`config.mk`:
```
export PLATFORM = sky130hd
export DESIGN_NAME = adventure_game_player
export DESIGN_NICKNAME = d
export VERILOG_FILES = /design/src/rtl/adventure_game_player.sv
export SDC_FILE = /design/constraint.sdc
export NUM_CORES = 1
export LEC_CHECK = 0
export CORE_MARGIN = 10
export CORE_UTILIZATION = 35
export CTS_CLUSTER_SIZE = 25
export DETAILED_ROUTE_END_ITERATION = 16
export MAX_ROUTING_LAYER = met4
export SYNTH_ARGS = -nofsm -noshare
export SYNTH_HDL_FRONTEND = slang
export SYNTH_SLANG_ARGS = --single-unit
```
`constraint.sdc`:
```
create_clock -name clk -period 2.4 [get_ports clk]
set_input_delay 0.36 -clock clk [delete_from_list [all_inputs] [get_ports clk]]
set_output_delay 0.36 -clock clk [all_outputs]
set_load 0.1 [all_outputs]
```
`src/rtl/adventure_game_player.sv`:
```
// Autonomous route player: drives start/direction, checks rooms, reports win/fail.
// Optional build macro ADV_PLAYER_SWORD_CHECK_EN gates the last move on sword_in.
module adventure_game_player #(
    parameter int unsigned ROUTE_LEN  = 4,
    parameter logic [15:0] ROUTE_DIR  = 16'h0000,
    parameter logic [23:0] ROUTE_ROOM = 24'h000000,
    parameter int unsigned TIMEOUT    = 16
) (
    input  logic       clk,
    input  logic       reset,
    input  logic       go,
    input  logic [2:0] room_in,
    input  logic       sword_in,
    input  logic       result_in,
    output logic       game_start,
    output logic [1:0] direction,
    output logic       busy,
    output logic       done,
    output logic       win,
    output logic       fail,
    output logic [2:0] step
);

    localparam logic [2:0]  LAST = 3'(ROUTE_LEN - 1);
    localparam logic [15:0] TMAX = 16'(TIMEOUT - 1);

    typedef enum logic [2:0] {
        IDLE,
        START,
        SETTLE,
        MOVE,
        NEXT,
        FINISH
    } state_t;

    state_t      state;
    logic [2:0]  prev_room;
    logic [15:0] timer;

    logic [2:0]  step_inc;
    logic [1:0]  dir_cur;
    logic [1:0]  dir_nxt;
    logic [4:0]  room_idx;
    logic [2:0]  room_exp;

    // step saturates at the last route entry
    assign step_inc = (step == LAST) ? step : step + 3'd1;
    assign dir_cur  = ROUTE_DIR[{step, 1'b0} +: 2];
    assign dir_nxt  = ROUTE_DIR[{step_inc, 1'b0} +: 2];
    assign room_idx = {2'b00, step} * 5'd3;
    assign room_exp = ROUTE_ROOM[room_idx +: 3];

`ifndef ADV_PLAYER_SWORD_CHECK_EN
    logic unused_sword;
    assign unused_sword = sword_in;
`endif

    // Run sequencer; every output is a register updated here
    always_ff @(posedge clk or negedge reset) begin
        if (!reset) begin
            state      <= IDLE;
            game_start <= 1'b0;
            direction  <= 2'b00;
            busy       <= 1'b0;
            done       <= 1'b0;
            win        <= 1'b0;
            fail       <= 1'b0;
            step       <= 3'd0;
            timer      <= 16'd0;
            prev_room  <= 3'd0;
        end else begin
            game_start <= 1'b0;
            unique case (state)
                IDLE: begin
                    if (go) begin
                        state      <= START;
                        game_start <= 1'b1;
                        busy       <= 1'b1;
                        done       <= 1'b0;
                        win        <= 1'b0;
                        fail       <= 1'b0;
                        step       <= 3'd0;
                        timer      <= 16'd0;
                    end
                end
                START: begin
                    state <= SETTLE;
                end
                SETTLE: begin
                    prev_room <= room_in;
                    timer     <= 16'd0;
`ifdef ADV_PLAYER_SWORD_CHECK_EN
                    if (LAST == 3'd0 && !sword_in) begin
                        state <= FINISH;
                        busy  <= 1'b0;
                        done  <= 1'b1;
                        fail  <= 1'b1;
                    end else begin
                        state     <= MOVE;
                        direction <= dir_cur;
                    end
`else
                    state     <= MOVE;
                    direction <= dir_cur;
`endif
                end
                MOVE: begin
                    // a room change wins over a timeout in the same cycle
                    if (room_in != prev_room) begin
                        if (room_in == room_exp) begin
                            state <= NEXT;
                        end else begin
                            state <= FINISH;
                            busy  <= 1'b0;
                            done  <= 1'b1;
                            fail  <= 1'b1;
                        end
                    end else if (timer == TMAX) begin
                        state <= FINISH;
                        busy  <= 1'b0;
                        done  <= 1'b1;
                        fail  <= 1'b1;
                    end else begin
                        timer <= timer + 16'd1;
                    end
                end
                NEXT: begin
                    prev_room <= room_in;
                    timer     <= 16'd0;
                    if (step == LAST) begin
                        state <= FINISH;
                        busy  <= 1'b0;
                        done  <= 1'b1;
                        win   <= result_in;
`ifdef ADV_PLAYER_SWORD_CHECK_EN
                        fail  <= !result_in;
`endif
                    end else begin
                        step <= step_inc;
`ifdef ADV_PLAYER_SWORD_CHECK_EN
                        if (step_inc == LAST && !sword_in) begin
                            state <= FINISH;
                            busy  <= 1'b0;
                            done  <= 1'b1;
                            fail  <= 1'b1;
                        end else begin
                            state     <= MOVE;
                            direction <= dir_nxt;
                        end
`else
                        state     <= MOVE;
                        direction <= dir_nxt;
`endif
                    end
                end
                FINISH: begin
                    state <= IDLE;
                end
                default: begin
                    state <= IDLE;
                end
            endcase
        end
    end

endmodule

```
==> flow_summary_export.csv <==
group,metric,value,unit
detailed_routing,drt_pass1_iterations,4,
cts,clk_latency,0.28,ns
worst_setup_path,critPathLaunchType,"flop",
cts,tritoncts,"yes",
timing,maxSlewHeadroom,0.628,
cts,cts_resized,0,
detailed_routing,num_vias,1328,
worst_setup_path,regToRegSetupSlack,0.44,ns
worst_setup_path,end_kind,"flop",
cts,ctsHoldBuffers,0,
power,vdd_drop_max,0.815,mV
floorplan,dieHeight,88.5,µm
detailed_routing,routed_wl,3.45,mm
global_routing,grt_max_degree,31,
timing,finalSetupViolCount,0,
cts,cts_max_path_buffers,2,
floorplan,dieArea,0.00783,mm²
floorplan,io_pins,18,
placed_design,placed_area,0.00178,mm²
worst_setup_path,critPathMaxStageDelay,0.52,ns
flow_run,drv_cap,0,
timing,rsz0062_at_grt,"no",
worst_setup_path,worstPathCellList,"ha_1 > and3_1 > nand4_1 > nand3_4 > or4_1 > nand2_1",
timing,finalSetupTns,0,ns
worst_setup_path,reg2reg_depth,6,
yosys,yosysTopAreaCellShare,0.457,
worst_setup_path,cp_top_family,"simple AND/OR/NAND/NOR gates",
timing,clock_skew,0.00286,ns
global_routing,track_usage,0.103,
floorplan,rows,24,
finish,final_cell_area,0.00187,mm²
finish,area_growth,14.2,%
yosys,netlist_instances,169,
cts,cts_root_buf,"clkbuf_8",
worst_setup_path,crit_arrival,2.18,ns
worst_setup_path,critPathSlowestCell,"or4_1",
worst_setup_path,critPathBufInv,0,
global_routing,overflow,0,
timing,post-route-min-period,1.96,ns
worst_setup_path,cp.depth,6,
placed_design,gp_congestion,0.799,
worst_setup_path,cp-startpoint,"timer[0]",
worst_hold_path,hold_class,"in -> async",
detailed_routing,drcViolationCount,0,
global_routing,grt_pass1_wl,6.20,mm
timing,max_freq,0.509,GHz
detailed_routing,drtIter0Drc,77,
cts,htreeDepth,2,
timing,finalHoldViolations,0,
cts,clkTransAtPathRegs,0.06,ns
yosys,yosysWarnings,0,
power,p_per_area,1160,mW/mm²
worst_setup_path,timing_worst_setup_path_type,"reg -> reg",
detailed_routing,detail_route.wl_per_cell,14.6,µm
worst_setup_path,worstReg2RegStart,"timer[0]",
cts,post_cts_buffers,0,
finish,n_antenna_cell,0,
floorplan,die_w,88.5,µm
yosys,synth_area,0.00164,mm²
timing,final.setup.worst_slack,0.436,ns
yosys,yosys.area.top_type,"dfrtp_1",
cts,clock_sinks,30,
cts,cts_buffers,5,
yosys,synth.yosys.seq_area_share,0.457,
worst_setup_path,path_max_fanout,26,
yosys,synth_area_leaders,"dfrtp_1 (46%), a21oi_1 (3.4%), nand2_1 (3.2%)",
power,total_leakage_power,0.000814,µW
detailed_routing,route.detailed.vias_per_inst,5.63,
timing,worstMarginPinSlew,0.558,ns
floorplan,fp.coreArea,0.00444,mm²
worst_setup_path,cp-endpoint,"timer[7]",
placed_design,hpwlAfterDp,2.49,mm
run_status,status,"completed",
finish,layout-drive-gt1-share,0.152,
yosys,syn_avg_cell_area,9.71,µm²
global_routing,antenna_found_initial,0,
worst_setup_path,worstPathRequired,2.61,ns
timing,post-route-period-util,0.818,
yosys,ys_ff_latch,30,
placed_design,port_buffers,14,
timing,slew_violations,0,
placed_design,post-place-ws,0.170,ns
detailed_routing,drtAntennaViolNets,0,
finish,nNetsFinal,193,
yosys,yosysUniqueCellTypes,43,
floorplan,start_util,0.369,
global_routing,grt_pass1_vias,1334,
worst_setup_path,r2r_end,"timer[7]",
## sequential cells by signal, summed over array words and instances, names as in the netlist
signal,count
busy,1
done,1
fail,1
game_start,1
prev_room,3
state,3
step,3
timer,16
win,1
## metal layers
metal	GRT usage	share of wire
met1	0.124	0.46
met2	0.158	0.49
met3	0.0294	0.042
met4	0.0396	0.012
met5	-	0
## placed cells by master, fill, tap and decap left out, types with 2 or more instances in the layout
cell             synthesis  final
buf_4                    2     10
nand4_1                  4      4
conb_1                   1      2
nand2_1                 14     14
o21ai_0                 10     10
nor2_1                   8      8
o211ai_1                 6      6
clkbuf_8                 0      6
inv_1                    5      5
nor3_1                   4      4
ha_1                     2      2
or4_1                    6      6
a31o_2                   2      2
nor4_1                   4      4
o21a_1                   3      3
and4_1                   2      2
and2_1                   2      2
and3_1                   4      4
nand3_1                  7      7
a22o_1                   4      4
dfrtp_1                 30     30
mux2_2                   4      4
or3_1                    7      7
xor2_1                   3      3
nor2b_1                  2      2
a21oi_1                 11     11
clkdlybuf4s50_1          0      6
## cell type report
| cell class | instances | area [µm²] |
|---|---|---|
| inverter | 5 | 18.8 |
| fill | 432 | 2570 |
| timing repair buffer | 16 | 135 |
| clock inverter | 1 | 5.00 |
| clock buffer | 7 | 86.3 |
| tap | 52 | 65.1 |
| sequential | 30 | 751 |
| multi-input combinational | 125 | 813 |
## stage by stage
step                      hold WS (ns)  total power [µW]   util  instances
final                            0.470              2180  0.422        236
after global routing             0.511              2320  0.422        236
after CTS                        0.485              2200  0.422        236
after detailed placement         0.485              1780  0.401        228
after global placement           0.468              1750  0.401        228
after floorplan                 0.0644              1580      -        170
## kinds of logic (layout without fill, tap and decap cells)
group | count (synthesis) | in the layout | synth area share
and+or+nand+nor | 69 | 69 | 0.244
buffers and inverters | 15 | 29 | 0.0495
other | 1 | 2 | 0.00228
adders and majority gates | 2 | 2 | 0.0152
AOI/OAI and AO/OA | 44 | 44 | 0.183
xor gates and xnor gates | 4 | 4 | 0.0213
DFF | 30 | 30 | 0.457
muxes | 4 | 4 | 0.0274
## where the power goes
group	leakage, µW	switching (µW)	internal, µW
Clock	0.0000482	184	231
Sequential	0.000398	129	612
Combinational	0.000368	706	314
Total	0.000814	1020	1160
## Yosys cell counts, drive strengths merged
library cell and count:
a211o 1, a211oi 1, a21boi 1, a21o 1, a21oi 11, a22o 4
a31o 2, a32o 1, and2 2, and3 4, and4 2, buf 8
clkbuf 2, conb 1, dfrtp 30, ha 2, inv 5, mux2 4
nand2 14, nand3 8, nand3b 1, nand4 4, nor2 8, nor2b 2
nor3 5, nor4 4, o211ai 6, o21a 3, o21ai 10, o22ai 2
o31ai 1, or2 2, or3 7, or4 6, xnor2 1, xor2 3
## worst min path at each step
stage                from        end  cells past startpoint
floorplan           reset       busy                      0
global placement     busy       busy                      1
detailed placement   busy       busy                      1
CTS                 reset  timer[11]                      2
global route        reset   timer[6]                      2
finish              reset  timer[13]                      2
Note: power is estimated with default switching activity, not from simulation.
